### src/rtl/rx_stream_unpacker_if.sv
// Show-ahead FIFO read port between an RX sample FIFO and its consumer.
// No latency of its own: plain wires.
// The consumer pops the head word by raising fifo_rdreq while fifo_empty is low.
interface rx_stream_unpacker_if;
    logic [17:0] fifo_q;
    logic        fifo_empty;
    logic        fifo_rdreq;

    // FIFO side: presents the head word and empty flag, receives pops
    modport master (output fifo_q, output fifo_empty, input fifo_rdreq);
    // Consumer side: reads the head word and empty flag, issues pops
    modport slave  (input fifo_q, input fifo_empty, output fifo_rdreq);
endinterface

### src/rtl/rx_stream_unpacker.sv
// Decodes the packed {ch0, iq, data} RX stream into frames of up to 8 channel samples.
// Latency: ch_0..ch_7 and out_strobe update one cycle after the frame's last word is accepted.
// Backpressure: pops whenever enabled and the FIFO is non-empty; an empty FIFO simply stalls decoding.
module rx_stream_unpacker #(
    parameter int ERR_W = 16
) (
    input  logic             rxclk,
    input  logic             reset,
    input  logic             enable,
    input  logic [3:0]       channels,
    input  logic             bitwidth8,
    rx_stream_unpacker_if.slave fifo,
    output logic [15:0]      ch_0,
    output logic [15:0]      ch_1,
    output logic [15:0]      ch_2,
    output logic [15:0]      ch_3,
    output logic [15:0]      ch_4,
    output logic [15:0]      ch_5,
    output logic [15:0]      ch_6,
    output logic [15:0]      ch_7,
    output logic             out_strobe,
    output logic             sync_err,
    output logic [ERR_W-1:0] err_count,
    output logic             in_sync
);

    typedef enum logic {HUNT = 1'b0, RUN = 1'b1} state_t;

    state_t            state;
    state_t            state_nxt;
    logic              rd_req;
    logic [3:0]        idx;
    logic [3:0]        n_reg;
    logic              mode_reg;
    logic [7:0][15:0]  stage;
    logic [7:0][15:0]  stage_nxt;
    logic [7:0][15:0]  ch_q;
    logic [7:0][15:0]  ch_nxt;

    logic              accept;
    logic              w_ch0;
    logic              w_iq;
    logic [15:0]       w_dat;
    logic [3:0]        n_new;
    logic              n_ok;
    logic              word_ok;
    logic              start;
    logic              cont;
    logic              frame_err;
    logic              load;
    logic              done;
    logic [3:0]        wr_idx;
    logic              wr_mode;
    logic [3:0]        wr_n;
    logic [4:0]        lo_pos;
    logic [4:0]        hi_pos;
    logic [4:0]        pos;
    logic [4:0]        dec_cnt;

    assign fifo.fifo_rdreq = rd_req;
    assign ch_0 = ch_q[0];
    assign ch_1 = ch_q[1];
    assign ch_2 = ch_q[2];
    assign ch_3 = ch_q[3];
    assign ch_4 = ch_q[4];
    assign ch_5 = ch_q[5];
    assign ch_6 = ch_q[6];
    assign ch_7 = ch_q[7];

    // Word classification, staging write and frame-complete decode
    always_comb begin
        accept    = rd_req;
        w_ch0     = fifo.fifo_q[17];
        w_iq      = fifo.fifo_q[16];
        w_dat     = fifo.fifo_q[15:0];
        n_new     = bitwidth8 ? {1'b0, channels[3:1]} : channels;
        n_ok      = (n_new != 4'd0) && (n_new <= 4'd8);
        word_ok   = (w_ch0 == (idx == 4'd1)) && (w_iq == idx[0]);
        // Any accepted marker opens a new frame, even one that also flags an error
        start     = accept && w_ch0;
        cont      = accept && (state == RUN) && word_ok && !w_ch0;
        frame_err = accept && (state == RUN) && !word_ok;
        load      = (start && n_ok) || cont;

        wr_idx    = start ? 4'd1 : idx;
        wr_mode   = start ? bitwidth8 : mode_reg;
        wr_n      = start ? n_new : n_reg;

        lo_pos    = {wr_idx, 1'b0} - 5'd2;
        hi_pos    = lo_pos + 5'd1;
        pos       = {1'b0, wr_idx} - 5'd1;

        stage_nxt = start ? '0 : stage;
        if (wr_mode) begin
            // 8-bit packing: two byte samples per word, low byte first, left-justified
            if (lo_pos < 5'd8) stage_nxt[lo_pos[2:0]] = {w_dat[7:0], 8'h00};
            if (hi_pos < 5'd8) stage_nxt[hi_pos[2:0]] = {w_dat[15:8], 8'h00};
        end else begin
            if (pos < 5'd8) stage_nxt[pos[2:0]] = w_dat;
        end

        // An erroring marker never completes a frame, so strobe and error stay exclusive
        done    = load && (wr_idx == wr_n) && !frame_err;
        dec_cnt = wr_mode ? {wr_n, 1'b0} : {1'b0, wr_n};
        for (int i = 0; i < 8; i++) begin
            ch_nxt[i] = (5'(i) < dec_cnt) ? stage_nxt[i] : 16'h0000;
        end
    end

    // FSM state register
    always_ff @(posedge rxclk) begin
        if (reset) state <= HUNT;
        else       state <= state_nxt;
    end

    // FSM next state: disable or a bad non-marker word drops back to hunting
    always_comb begin
        state_nxt = state;
        if (!enable)         state_nxt = HUNT;
        else if (start)      state_nxt = n_ok ? RUN : HUNT;
        else if (frame_err)  state_nxt = HUNT;
    end

    // FSM outputs
    always_comb begin
        rd_req  = enable && !fifo.fifo_empty;
        in_sync = (state == RUN);
    end

    // Frame datapath: index, latched config, staging, outputs and error counter
    always_ff @(posedge rxclk) begin
        if (reset) begin
            idx        <= 4'd0;
            n_reg      <= 4'd0;
            mode_reg   <= 1'b0;
            stage      <= '0;
            ch_q       <= '0;
            out_strobe <= 1'b0;
            sync_err   <= 1'b0;
            err_count  <= '0;
        end else begin
            out_strobe <= done;
            sync_err   <= frame_err;
            if (frame_err && (err_count != {ERR_W{1'b1}})) err_count <= err_count + 1'b1;

            if (!enable) begin
                idx <= 4'd0;
            end else if (start) begin
                if (n_ok) begin
                    n_reg    <= n_new;
                    mode_reg <= bitwidth8;
                    stage    <= stage_nxt;
                    idx      <= (n_new == 4'd1) ? 4'd1 : 4'd2;
                end else begin
                    idx <= 4'd0;
                end
            end else if (cont) begin
                stage <= stage_nxt;
                idx   <= done ? 4'd1 : idx + 4'd1;
            end else if (frame_err) begin
                idx <= 4'd0;
            end

            if (done) ch_q <= ch_nxt;
        end
    end

endmodule
### src/flat_wrapper.sv
// flat-port wrapper written by rule: the top's interface ports become plain ports
module rx_stream_unpacker_flat 
#(
    parameter int ERR_W = 16
)
  (rxclk, reset, enable, channels, bitwidth8, ch_0, ch_1, ch_2, ch_3, ch_4, ch_5, ch_6, ch_7, out_strobe, sync_err, err_count, in_sync, fifo_fifo_q, fifo_fifo_empty, fifo_fifo_rdreq);
  rx_stream_unpacker_if fifo_i ();
  input  logic rxclk;
  input  logic reset;
  input  logic enable;
  input  logic [3:0] channels;
  input  logic bitwidth8;
  output logic [15:0] ch_0;
  output logic [15:0] ch_1;
  output logic [15:0] ch_2;
  output logic [15:0] ch_3;
  output logic [15:0] ch_4;
  output logic [15:0] ch_5;
  output logic [15:0] ch_6;
  output logic [15:0] ch_7;
  output logic out_strobe;
  output logic sync_err;
  output logic [ERR_W-1:0] err_count;
  output logic in_sync;
  input wire logic [$bits(fifo_i.fifo_q)-1:0] fifo_fifo_q;
  input wire logic [$bits(fifo_i.fifo_empty)-1:0] fifo_fifo_empty;
  output wire logic [$bits(fifo_i.fifo_rdreq)-1:0] fifo_fifo_rdreq;
  assign fifo_i.fifo_q = fifo_fifo_q;
  assign fifo_i.fifo_empty = fifo_fifo_empty;
  assign fifo_fifo_rdreq = fifo_i.fifo_rdreq;
  rx_stream_unpacker #(.ERR_W(ERR_W)) u_core (.rxclk(rxclk), .reset(reset), .enable(enable), .channels(channels), .bitwidth8(bitwidth8), .fifo(fifo_i), .ch_0(ch_0), .ch_1(ch_1), .ch_2(ch_2), .ch_3(ch_3), .ch_4(ch_4), .ch_5(ch_5), .ch_6(ch_6), .ch_7(ch_7), .out_strobe(out_strobe), .sync_err(sync_err), .err_count(err_count), .in_sync(in_sync));
endmodule
### config.mk
export PLATFORM = sky130hd
export DESIGN_NAME = rx_stream_unpacker_flat
export DESIGN_NICKNAME = d
export VERILOG_FILES = /design/src/rtl/rx_stream_unpacker_if.sv /design/src/rtl/rx_stream_unpacker.sv /design/src/flat_wrapper.sv
export SDC_FILE = /design/constraint.sdc
export NUM_CORES = 1
export LEC_CHECK = 0
export CAP_MARGIN = 40
export CELL_PAD_IN_SITES_DETAIL_PLACEMENT = 0
export CELL_PAD_IN_SITES_GLOBAL_PLACEMENT = 1
export CORE_MARGIN = 2
export CORE_UTILIZATION = 30
export DETAILED_ROUTE_END_ITERATION = 6
export DONT_BUFFER_PORTS = 1
export PLACE_DENSITY = 0.53
export SLEW_MARGIN = 20
export SYNTH_ARGS = -nofsm -noshare
export SYNTH_HDL_FRONTEND = slang
export SYNTH_SLANG_ARGS = --single-unit
### constraint.sdc
create_clock -name rxclk -period 6 [get_ports rxclk]
set_input_delay 0.3 -clock rxclk [delete_from_list [all_inputs] [get_ports rxclk]]
set_output_delay 0.3 -clock rxclk [all_outputs]
set_load 0.005 [all_outputs]
**Word-level counts from Yosys, hierarchy flattened**

Index checks and enable logic that the tools add are counted.

- Register bits after elaboration: 284
- Input port bits: 27
- Logic and storage cells: 121

- $add $sub $neg: 5
- $lt $le $gt $ge: 18
- Equal/unequal tests: 7
- Muxes and demuxes: 40
- Bitwise operators: 1
- Reduce and logical (&&, ||, !) cells: 27

Operators with widths:

| kind | count |
|---|---|
| $mux 128 | 9 |
| $bwmux 128 | 3 |
| $mux 16 | 11 |
| $demux 16 s3 | 3 |
| $mux 4 | 8 |
| $lt 3x5->1 const A | 4 |
| $add 16x1->16 const B | 1 |
| $ne 16x16->1 const B | 1 |
| $logic_and 1x1->1 | 15 |
| $lt 5x4->1 const B | 3 |
| $lt 3x4->1 const B | 3 |
| $lt 1x5->1 const A | 2 |
| $lt 2x5->1 const A | 2 |
| $ge 3x1->1 const B | 3 |
| $eq 4x1->1 const B | 2 |
| $reduce_and 3->1 | 2 |
| $add 5x1->5 const B | 1 |
| $mux 5 | 1 |
| $sub 4x1->5 const B | 1 |
| $sub 5x2->5 const B | 1 |
| $add 4x1->4 const B | 1 |
| $eq 4x4->1 | 1 |
| $le 4x4->1 const B | 1 |
| $logic_not 1->1 | 4 |
| 10 further kinds | 15 |

**Longest topological paths before layout**

Gate-level depths: netlist of run 1.

- Depth in word-level cells: 17
- Depth in mapped cells: 15
- Depth with buffers taken out: 10

**Least setup slack after synthesis of run 1**

Ideal clock, no wire load.

- Path type: input-to-reg
- Start point: input port fifo_fifo_empty
- End point: register u_core.stage[49] in the netlist's numbering
- Library setup time: 0.128 ns
- Arrival: 3.097 ns
- Path slack: 2.775 ns
- Cell stages on the path: 15
- Cell sequence: and3b_1 -> buf_2 -> buf_2 -> clkbuf_1 -> nor2_1 -> inv_1 -> ha_1 -> or3b_1 -> nor3_1 -> nor3_1 -> or2_2 -> buf_2 -> buf_2 -> a22oi_1 -> nor2_1

- Cells in the longest elaborated chain, start to end: 17
- Elaborated cells on any way between the ends: 44
- Classes of those cells: add/sub (3); order compare (9); eq/ne (1); mux (20); reduce/logical (11)

Ends and longest elaborated chain:

| what | RTL line | source |
|---|---|---|
| start, declared | flat_wrapper.sv:26 | `input wire logic [$bits(fifo_i.fifo_empty)-1:0] fifo_fifo_empty;` |
| $logic_not 1->1 (*) | rx_stream_unpacker.sv:126 | `rd_req = enable && !fifo.fifo_empty;` |
| $logic_and 1x1->1 (*) | rx_stream_unpacker.sv:126 |  |
| branches (longest 15 deep; another with $sub 5x2->5) | - |  |
| end signal, assigned | rx_stream_unpacker.sv:152 | `stage <= stage_nxt;` |
| end signal, assigned | rx_stream_unpacker.sv:158 | `stage <= stage_nxt;` |
| end, declared | rx_stream_unpacker.sv:35 | `logic [7:0][15:0] stage;` |

Mark *: on every way between the ends. The select of a mux whose other input is x is not followed.
A chain may end at the register's enable or synchronous reset.

**Final worst setup path of run 1**

- Start point: register u_core.idx[1]
- End point: register u_core.ch_q (netlist bit u_core.ch_2[13])

- Cells in the longest elaborated chain, start to end: 13
- Elaborated cells on any way between the ends: 43
- Classes of those cells: add/sub (3); order compare (9); eq/ne (3); mux (16); reduce/logical (12)

Ends and longest elaborated chain:

| what | RTL line | source |
|---|---|---|
| start, declared | rx_stream_unpacker.sv:32 | `logic [3:0] idx;` |
| start signal, assigned | rx_stream_unpacker.sv:153 | `idx <= (n_new == 4'd1) ? 4'd1 : 4'd2;` |
| start signal, assigned | rx_stream_unpacker.sv:159 | `idx <= done ? 4'd1 : idx + 4'd1;` |
| branches (longest 13 deep; another with $sub 5x2->5) | - |  |
| end signal, assigned | rx_stream_unpacker.sv:164 | `if (done) ch_q <= ch_nxt;` |
| end, declared | rx_stream_unpacker.sv:37 | `logic [7:0][15:0] ch_q;` |

Parallel ways; which one is timed is not known. The select of a mux whose other input is x is not followed.

==> impl_metrics.yaml, run 1 <==
sta:
  hold_ws_ns: 0.00831
  period_minus_slack_ns: 4.01
  fin_crit_sh: 0.668
  slew_headroom: 0.439
  finalHoldViolations: 0
  slew_violations: 0
  tightest_slew_ns: 0.842
  setup_viol: 0
  fmax_mhz: 249
  setup-tns-final_ns: 0
  rsz0062_at_grt: "no"
  clock_skew_ns: 0.0109
synth:
  yosys.cell_types.count: 72
  synthAdderAreaFrac: 0.00488
  synthSimpleGateAreaFrac: 0.200
  synth_mux_area_frac: 0.0452
  synth-edff-count: 0
  ys_ff_latch: 284
  yosysSeqAreaShare: 0.443
  async_flop_share: 0
  yosys.area_share.xor_xnor: 0.0143
  yosys_warnings: 0
  syn_nets: 1459
  ys.flop_type: "dfxtp_1"
  avgSynthCellArea_um2: 8.99
  synth_top_family_by_area: "compound AO/OA/AOI/OAI gates"
  syn_inst: 1427
  syn-cell-area_um2: 12800
  synth-compound-area-share: 0.243
final_layout:
  postLayoutCoreUtil: 0.349
  antennaDiodeCount: 0
  area_delta_synth_final_pct: 14.3
  final_cell_mix: "dfxtp_1, nand2_1, nor2_1, a22oi_1, a22o_1"
  layout_commonest_cell: "dfxtp_1"
  layout-drive-gt1-share: 0.0920
  regMostFlops: "u_core.stage"
  design_area_um2: 14700
  fin_nets: 1410
  fillers: 4356
  largest_register_ff_count: 128
power:
  leakage_nw: 5.19
  total_power_w: 0.00431
  power.density_nw_per_um2: 294
  vdd_ir_drop_max_mv: 0.196
worst_hold_path:
  min_path_cells: 2
  hold_path.class: "in -> reg"
  hp-start: "fifo_fifo_q[8]"
  hold-path-endpoint: "u_core.ch_1[8]$_SDFFE_PP0P_"
routing:
  wl_met1_um: 23100
  drcViolationCount: 0
  dr_wl_met3_um: 3140
  final_antenna_net_count: 0
  drtIter0Drc: 884
  met2_length_um: 22200
  vias_per_cell: 5.67
  via_count: 11000
  dr.pass1.iters: 6
  maxUsedRoutingLayer: "met4"
  drt_wl_total_um: 49200
  wl_per_cell_um: 25.3
global_routing:
  antenna_found_initial: 0
  grt_overflow: 0
  grt_max_degree: 176
  grt_pass1_wl_um: 72300
  grt_use_total: 0.216
  grt_pass1_vias: 10500
place:
  place_area_um2: 13300
  dp_hpwl_um: 29300
  io_buffers: 0
  routabilityCongestion: 0.776
die:
  die_h_um: 211
  ios: 175
  core_um2: 42000
  dieArea_um2: 44400
  initial_core_util: 0.305
  die-width_um: 211
  row_count: 75
critical_path:
  cpMostUsedCell: "buf_4"
  critical_path_buf_inv_count: 4
  ff2ff_setup_slack_ns: 1.99
  crit_fanout: 42
  slowest_stage: "dfxtp_1"
  crit_path_max_incr_delay_ns: 0.67
  worstPathCellList: "inv_1 -> ha_1 -> nor3b_1 -> xnor2_1 -> a21o_1 -> and3_1 -> buf_4 -> nor2_4 -> buf_12 -> buf_4 -> o2bb2ai_1"
  critPathCaptureType: "flop"
  r2r-end: "u_core.ch_2[13]$_SDFFE_PP0P_"
  arrival_ns: 4.41
  cp.required_ns: 6.40
  critPathKind: "reg -> reg"
  r2r-start: "u_core.idx[1]$_SDFFE_PP0P_"
  r2r_cells: 11
  cpLargestDelayFamily: "buffers and inverters"
  worst_setup_path_start_kind: "flop"
clocking:
  cts.clk_slew.worst_paths_ns: 0.06
  postCtsSetupBuffers: 0
  root_buffer: "clkbuf_16"
  insertion_delay_ns: 0.55
  cts_tree: "done"
  clockBufferDepth: 3
  cts.sinks: 284
  numCtsBuffers: 35
  h-tree-depth: 2
run:
  cap_viol_max_count: 0
outcome:
  status: "finished clean"
through the flow:
step	std cells	setup WS, ns
2_1_floorplan	1427	2.78
3_3_place_gp	1847	1.87
3_5_place_dp	1857	2.02
4_1_cts	1941	1.99
5_1_grt	1941	1.70
6_report	1941	1.99
synth_stat cells, types with 28 or more instances:
cell type	count	area, µm²
a21oi_1	50	250
a22o_1	83	727
a22oi_1	89	668
buf_2	28	140
clkbuf_1	86	323
dfxtp_1	284	5690
mux2i_1	49	490
nand2_1	135	507
nand3_1	58	290
nand3b_1	70	526
nor2_1	124	465
o2bb2ai_1	55	482
layer usage:
layer | vias up | GRT usage
li1 | 5185 | -
met1 | 5460 | 0.308
met2 | 322 | 0.337
met3 | 40 | 0.0473
met4 | 0 | 0.0432
met5 | - | 0
report_power, final:
group	internal, W	switching [W]
Sequential	0.00189	0.00000880
Clock	0.00130	0.000857
Combinational	0.0000733	0.000177
kinds of logic after synthesis:
| family | Yosys count |
|---|---|
| multiplexers | 57 |
| adder cells (fa/ha/maj) | 5 |
| flip-flops | 284 |
| AO/OA/AOI/OAI | 401 |
| buffers and inverters | 153 |
| XOR/XNOR | 21 |
| AND/OR/NAND/NOR | 506 |
layout make-up:
class	instances	area (µm²)	area share
timing repair buffer	55	518	0.0353
tap	539	674	0.0460
sequential	284	5690	0.388
clock inverter	13	118	0.00802
inverter	12	45.0	0.00307
clock buffer	48	1050	0.0714
multi-input combinational	990	6580	0.449
what timing repair did:
action                     in CTS  in global routing
hold endpoints to repair      257                  0
resized for setup               0                  0
setup endpoints to repair       0                  0
hold buffers                   23                  0
worst max-delay path by stage:
stage	startpoint	end	slack, ns	depth (start not counted)
3_5_place_dp	u_core.idx[1]$_SDFFE_PP0P_	u_core.ch_2[10]$_SDFFE_PP0P_	2.02	11
4_1_cts	u_core.idx[1]$_SDFFE_PP0P_	u_core.ch_2[13]$_SDFFE_PP0P_	1.99	11
6_report	u_core.idx[1]$_SDFFE_PP0P_	u_core.ch_2[13]$_SDFFE_PP0P_	1.99	11
5_1_grt	u_core.idx[1]$_SDFFE_PP0P_	u_core.ch_0[15]$_SDFFE_PP0P_	1.70	11
3_3_place_gp	u_core.idx[1]$_SDFFE_PP0P_	u_core.ch_2[8]$_SDFFE_PP0P_	1.87	10
2_1_floorplan	fifo_fifo_empty	u_core.stage[49]$_SDFFE_PP0P_	2.78	15
worst register-to-register path, cell delays in order, from the launching register on:
cell,delay [ns]
dfxtp_1,0.67
inv_1,0.18
ha_1,0.21
nor3b_1,0.18
xnor2_1,0.55
a21o_1,0.53
and3_1,0.24
buf_4,0.41
nor2_4,0.23
buf_12,0.21
buf_4,0.28
o2bb2ai_1,0.18
Note: power is estimated with default switching activity, not from simulation.
==> run 2: changes to the inputs <==
- clock period: 6 -> 3.9 ns (I/O delays scaled with it)
==> run 2 against run 1 <==
Effect of this change: design area increased by 2.2%; flip-flop and latch count unchanged; clock power increased by 52%; via count increased by 1.8%; sequential power rose by 54%; highest routed layer is now met5; maximum frequency increased by 22%; clock skew rose by 0.015 ns; worst setup slack worse by 1.4 ns; sequential share of layout area down 0.83 points.
==> impl_metrics.yaml, run 2 (synthesis gave the netlist of run 1 again) <==
global_routing:
  grt_use_total: 0.221
  grt_overflow: 0
  grt_max_degree: 180
  grt_pass1_wl_um: 73200
  grt_pass1_vias: 10900
  antenna_found_initial: 3
die:
  ios: 175
  core_um2: 42000
  row_count: 75
  dieArea_um2: 44400
  die_h_um: 211
  die-width_um: 211
  initial_core_util: 0.305
final_layout:
  final_cell_mix: "dfxtp_1, nand2_1, nor2_1, a22oi_1, a22o_1"
  fin_nets: 1441
  area_delta_synth_final_pct: 16.8
  layout_commonest_cell: "dfxtp_1"
  largest_register_ff_count: 128
  layout-drive-gt1-share: 0.0990
  regMostFlops: "u_core.stage"
routing:
  vias_per_cell: 5.67
  drcViolationCount: 0
  maxUsedRoutingLayer: "met5"
  dr_wl_met3_um: 3400
  wl_per_cell_um: 25.1
  final_antenna_net_count: 0
  met2_length_um: 22000
  wl_met1_um: 22700
  drtIter0Drc: 879
  drt_wl_total_um: 49600
  dr.pass1.iters: 5
  via_count: 11200
sta:
  setup_viol: 0
  clock_skew_ns: 0.0258
  finalHoldViolations: 0
  setup-tns-final_ns: 0
  fmax_mhz: 303
  slew_headroom: 0.394
  tightest_slew_ns: 0.906
  slew_violations: 0
  fin_ws_ns: 0.601
  fin_crit_sh: 0.846
  rsz0062_at_grt: "no"
  period_minus_slack_ns: 3.30
outcome:
  status: "finished clean"
place:
  io_buffers: 0
  routabilityCongestion: 0.806
  place_worst_setup_slack_ns: 0.681
  dp_hpwl_um: 29500
clocking:
  root_buffer: "clkbuf_16"
  cts.clk_slew.worst_paths_ns: 0.06
  cts_tree: "done"
  numCtsBuffers: 35
  h-tree-depth: 2
  insertion_delay_ns: 0.56
  clockBufferDepth: 3
  cts.sinks: 284
critical_path:
  critPathCaptureType: "flop"
  cp.required_ns: 4.39
  crit_fanout: 32
  critPathKind: "reg -> reg"
  worst_setup_path_start_kind: "flop"
  arrival_ns: 3.78
power:
  vdd_ir_drop_max_mv: 0.261
  leakage_nw: 5.33
  power.density_nw_per_um2: 444
worst_hold_path:
  hold_path.class: "in -> reg"
run:
  cap_viol_max_count: 0
## run 2: changes by cell type in the layout (fill, tap and decap cells not counted), moves of 2 or more
cell / before / now
buf_4: 23 / 41
clkbuf_16: 37 / 35
buf_6: 2 / 4
diode_2: 0 / 3
bufinv_16: 2 / 4
buf_12: 2 / 8
clkbuf_1: 3 / 15
dlygate4sd3_1: 22 / 29
clkinv_2: 10 / 2
inv_6: 0 / 4
buf_2: 4 / 1
clkbuf_8: 8 / 2
## run 2: per-layer routing
| metal | track usage | vias to the layer above |
|---|---|---|
| met5 | 0.00779 | - |
| met4 | 0.0833 | 2 |
| met3 | 0.0474 | 75 |
| met2 | 0.337 | 368 |
| met1 | 0.304 | 5507 |
| li1 | - | 5249 |
## run 2: repair_timing
item | CTS | global route
hold buffers | 36 | 0
resized for setup | 0 | 0
endpoints found under the hold margin | 276 | 0
buffers inserted | 0 | 0
endpoints found under the setup margin | 0 | 0
## run 2: critical path: stages (launching register included)
cell	delay, ns
dfxtp_1	0.55
ha_1	0.23
nor3b_1	0.38
nor4_1	0.11
buf_4	0.19
a21oi_4	0.24
buf_4	0.29
buf_4	0.40
nand2_1	0.10
a21oi_1	0.14
dlygate4sd3_1	0.58
## run 2: layout make-up
cell class / instances / area, µm²
Antenna cell: 3 / 7.51
Timing Repair Buffer: 86 / 866
Multi-Input combinational cell: 990 / 6570
Fill cell: 4308 / 27100
Clock inverter: 11 / 173
Inverter: 12 / 45.0
Sequential cell: 284 / 5690
Clock buffer: 52 / 960
Tap cell: 539 / 674
## run 2: report_power, final
group,switching [W],total (W),internal [W]
sequential,0.0000146,0.00293,0.00291
clock,0.00131,0.00329,0.00198
combinational,0.000301,0.000434,0.000133
## run 2: path summary, 6_finish.rpt
kind                                                        to                      startpoint  slack [ns]  cells past startpoint
worst min-delay path              u_core.ch_2[14]$_SDFFE_PP0P_                 fifo_fifo_q[14]        0.03                      3
worst max register to register   u_core.stage[66]$_SDFFE_PP0P_      u_core.idx[0]$_SDFFE_PP0P_        0.60                     10
worst min register to register  u_core.stage[104]$_SDFFE_PP0P_  u_core.stage[104]$_SDFFE_PP0P_        0.45                      2
worst max-delay path             u_core.stage[66]$_SDFFE_PP0P_      u_core.idx[0]$_SDFFE_PP0P_        0.60                     10
## run 2: through the flow
stage                     cell area [µm²]  hold slack, ns  instances  utilization  total power, W
after floorplan                     12800           0.414       1427            -         0.00324
after global placement              13300           0.298       1868        0.317         0.00328
after detailed placement            13400           0.307       1870        0.318         0.00328
after CTS                           14900         0.00148       1969        0.355         0.00676
after global routing                15000          0.0328       1977        0.356         0.00690
final                               15000          0.0307       1977        0.356         0.00666
==> run 3: changes to the inputs <==
- clock period: 3.9 -> 3.1 ns (I/O delays scaled with it)
==> run 3 against run 2 <==
Effect of this change: design area rose by 1.1%; highest routed layer is now met4; critical path type unchanged; count of clock-buffer cells in the layout is 2 lower; sequential share of layout area fell by 0.42 points; largest power group unchanged.
==> impl_metrics.yaml, run 3 (synthesis gave the netlist of run 1 again) <==
outcome:
  status: "finished clean"
sta:
  hold_ws_ns: 0.0199
  setup-tns-final_ns: 0
  clock_skew_ns: 0.0131
  fmax_mhz: 340
  fin_crit_sh: 0.948
  slew_headroom: 0.413
  tightest_slew_ns: 0.878
  period_minus_slack_ns: 2.94
  finalHoldViolations: 0
  rsz0062_at_grt: "no"
  slew_violations: 0
  setup_viol: 0
final_layout:
  area_delta_synth_final_pct: 18.1
  layout-drive-gt1-share: 0.114
  largest_register_ff_count: 128
  final_cell_mix: "dfxtp_1, nand2_1, nor2_1, a22oi_1, a22o_1"
  postLayoutCoreUtil: 0.360
  fillers: 4322
  fin_cells: 1991
  layout_commonest_cell: "dfxtp_1"
  fin_nets: 1458
  regMostFlops: "u_core.stage"
clocking:
  numCtsBuffers: 36
  insertion_delay_ns: 0.55
  cts_tree: "done"
  cts.sinks: 284
  root_buffer: "clkbuf_16"
  cts.clk_slew.worst_paths_ns: 0.06
  postCtsSetupBuffers: 0
  h-tree-depth: 2
  clockBufferDepth: 3
routing:
  drcViolationCount: 0
  drtIter0Drc: 864
  drt_wl_total_um: 49800
  wl_per_cell_um: 25.0
  vias_per_cell: 5.63
  dr.pass1.iters: 6
  final_antenna_net_count: 0
  via_count: 11200
critical_path:
  r2r_cells: 8
  crit_path_max_incr_delay_ns: 0.70
  worstPathCellList: "buf_4 -> ha_1 -> nor3b_2 -> or4_4 -> o21ai_4 -> nand2b_1 -> or3_1 -> o2bb2ai_1"
  cp.required_ns: 3.56
  critPathKind: "reg -> reg"
  arrival_ns: 3.40
  cpLargestDelayFamily: "simple AND/OR/NAND/NOR gates"
  critPathCaptureType: "flop"
  crit_cells: 8
  critical_path_buf_inv_count: 1
  slowest_stage: "or3_1"
  worst_setup_path_start_kind: "flop"
  crit_fanout: 15
power:
  vdd_ir_drop_max_mv: 0.296
  sequentialPowerShare: 0.437
  p_comb_frac: 0.068
  power.density_nw_per_um2: 556
  total_power_w: 0.00843
  pwr-share-clk: 0.495
  cellInternalPower_w: 0.00633
  leakage_nw: 5.44
  p_sw_w: 0.00210
  switching_share: 0.249
worst_hold_path:
  hold_path.class: "in -> reg"
  min_path_cells: 4
global_routing:
  antenna_found_initial: 0
  grt_overflow: 0
  grt_pass1_vias: 10800
  grt_pass1_wl_um: 73900
  grt_max_degree: 181
  grt_use_total: 0.221
run:
  cap_viol_max_count: 0
die:
  core_um2: 42000
  die-width_um: 211
  ios: 175
  dieArea_um2: 44400
  die_h_um: 211
  row_count: 75
  initial_core_util: 0.305
place:
  place_inst: 1885
  routabilityCongestion: 0.797
  dp_hpwl_um: 29300
  io_buffers: 0
## run 3: cell types whose count changed in the layout (fill, tap and decap cells not counted), moves of 2 or more
cell,previous run,this run
buf_8,2,5
clkbuf_1,15,8
clkbuf_16,35,37
diode_2,3,1
nor2_1,124,122
clkbuf_8,2,5
bufinv_16,4,2
inv_6,4,2
clkinv_2,2,7
buf_4,41,53
nor2_2,3,5
buf_6,4,2
## run 3: per-stage QoR
step / setup slack, ns / area, µm²
3_3_place_gp: 0.280 / 13500
6_report: 0.162 / 15200
3_5_place_dp: 0.214 / 13500
2_1_floorplan: 0.0202 / 12800
5_1_grt: 0.00951 / 15200
4_1_cts: 0.0352 / 15100
## run 3: worst register-to-register path: cells and delay by family (launching register included)
family / cells / cell delay, ns
buf+inv: 1 / 0.20
simple gates: 4 / 1.70
fa+ha+maj: 1 / 0.20
flops: 1 / 0.34
compound gates: 2 / 0.42
## run 3: power groups by stage
| stage | registers [W] | logic [W] | clock network, W |
|---|---|---|---|
| after floorplan | 0.00375 | 0.000324 | 0 |
| after global placement | 0.00376 | 0.000376 | 0 |
| after detailed placement | 0.00376 | 0.000374 | 0 |
| after CTS | 0.00368 | 0.000565 | 0.00430 |
| after global routing | 0.00368 | 0.000613 | 0.00441 |
| final | 0.00368 | 0.000574 | 0.00417 |
## run 3: layout make-up
class	instances	area (µm²)	area share
repair buffers	102	1010	0.0669
clock inverters	13	128	0.00842
flip-flops and latches	284	5690	0.375
inverters	12	45.0	0.00297
multi-input cells	990	6580	0.434
diodes	1	2.50	0.000165
clock buffers	50	1020	0.0676
well taps	539	674	0.0445
## run 3: worst paths after layout
kind | startpoint | endpoint | slack, ns
min | fifo_fifo_q[15] | u_core.ch_1[15]$_SDFFE_PP0P_ | 0.02
max reg2reg | u_core.idx[0]$_SDFFE_PP0P_ | u_core.ch_2[10]$_SDFFE_PP0P_ | 0.16
max | u_core.idx[0]$_SDFFE_PP0P_ | u_core.ch_2[10]$_SDFFE_PP0P_ | 0.16
min reg2reg | u_core.stage[109]$_SDFFE_PP0P_ | u_core.stage[109]$_SDFFE_PP0P_ | 0.45
## run 3: what timing repair did
action | 4_1_cts | 5_1_grt
endpoints found under the hold margin | 277 | 0
gates resized for setup | 0 | 5
setup endpoints to repair | 0 | 1
hold buffers | 38 | 0
## run 3: per-layer routing
| layer | track usage | vias to the layer above | share of wire |
|---|---|---|---|
| met2 | 0.345 | 312 | 0.45 |
| li1 | - | 5275 | - |
| met5 | 0 | - | 0 |
| met1 | 0.309 | 5575 | 0.47 |
| met3 | 0.0452 | 53 | 0.061 |
| met4 | 0.0593 | 0 | 0.019 |
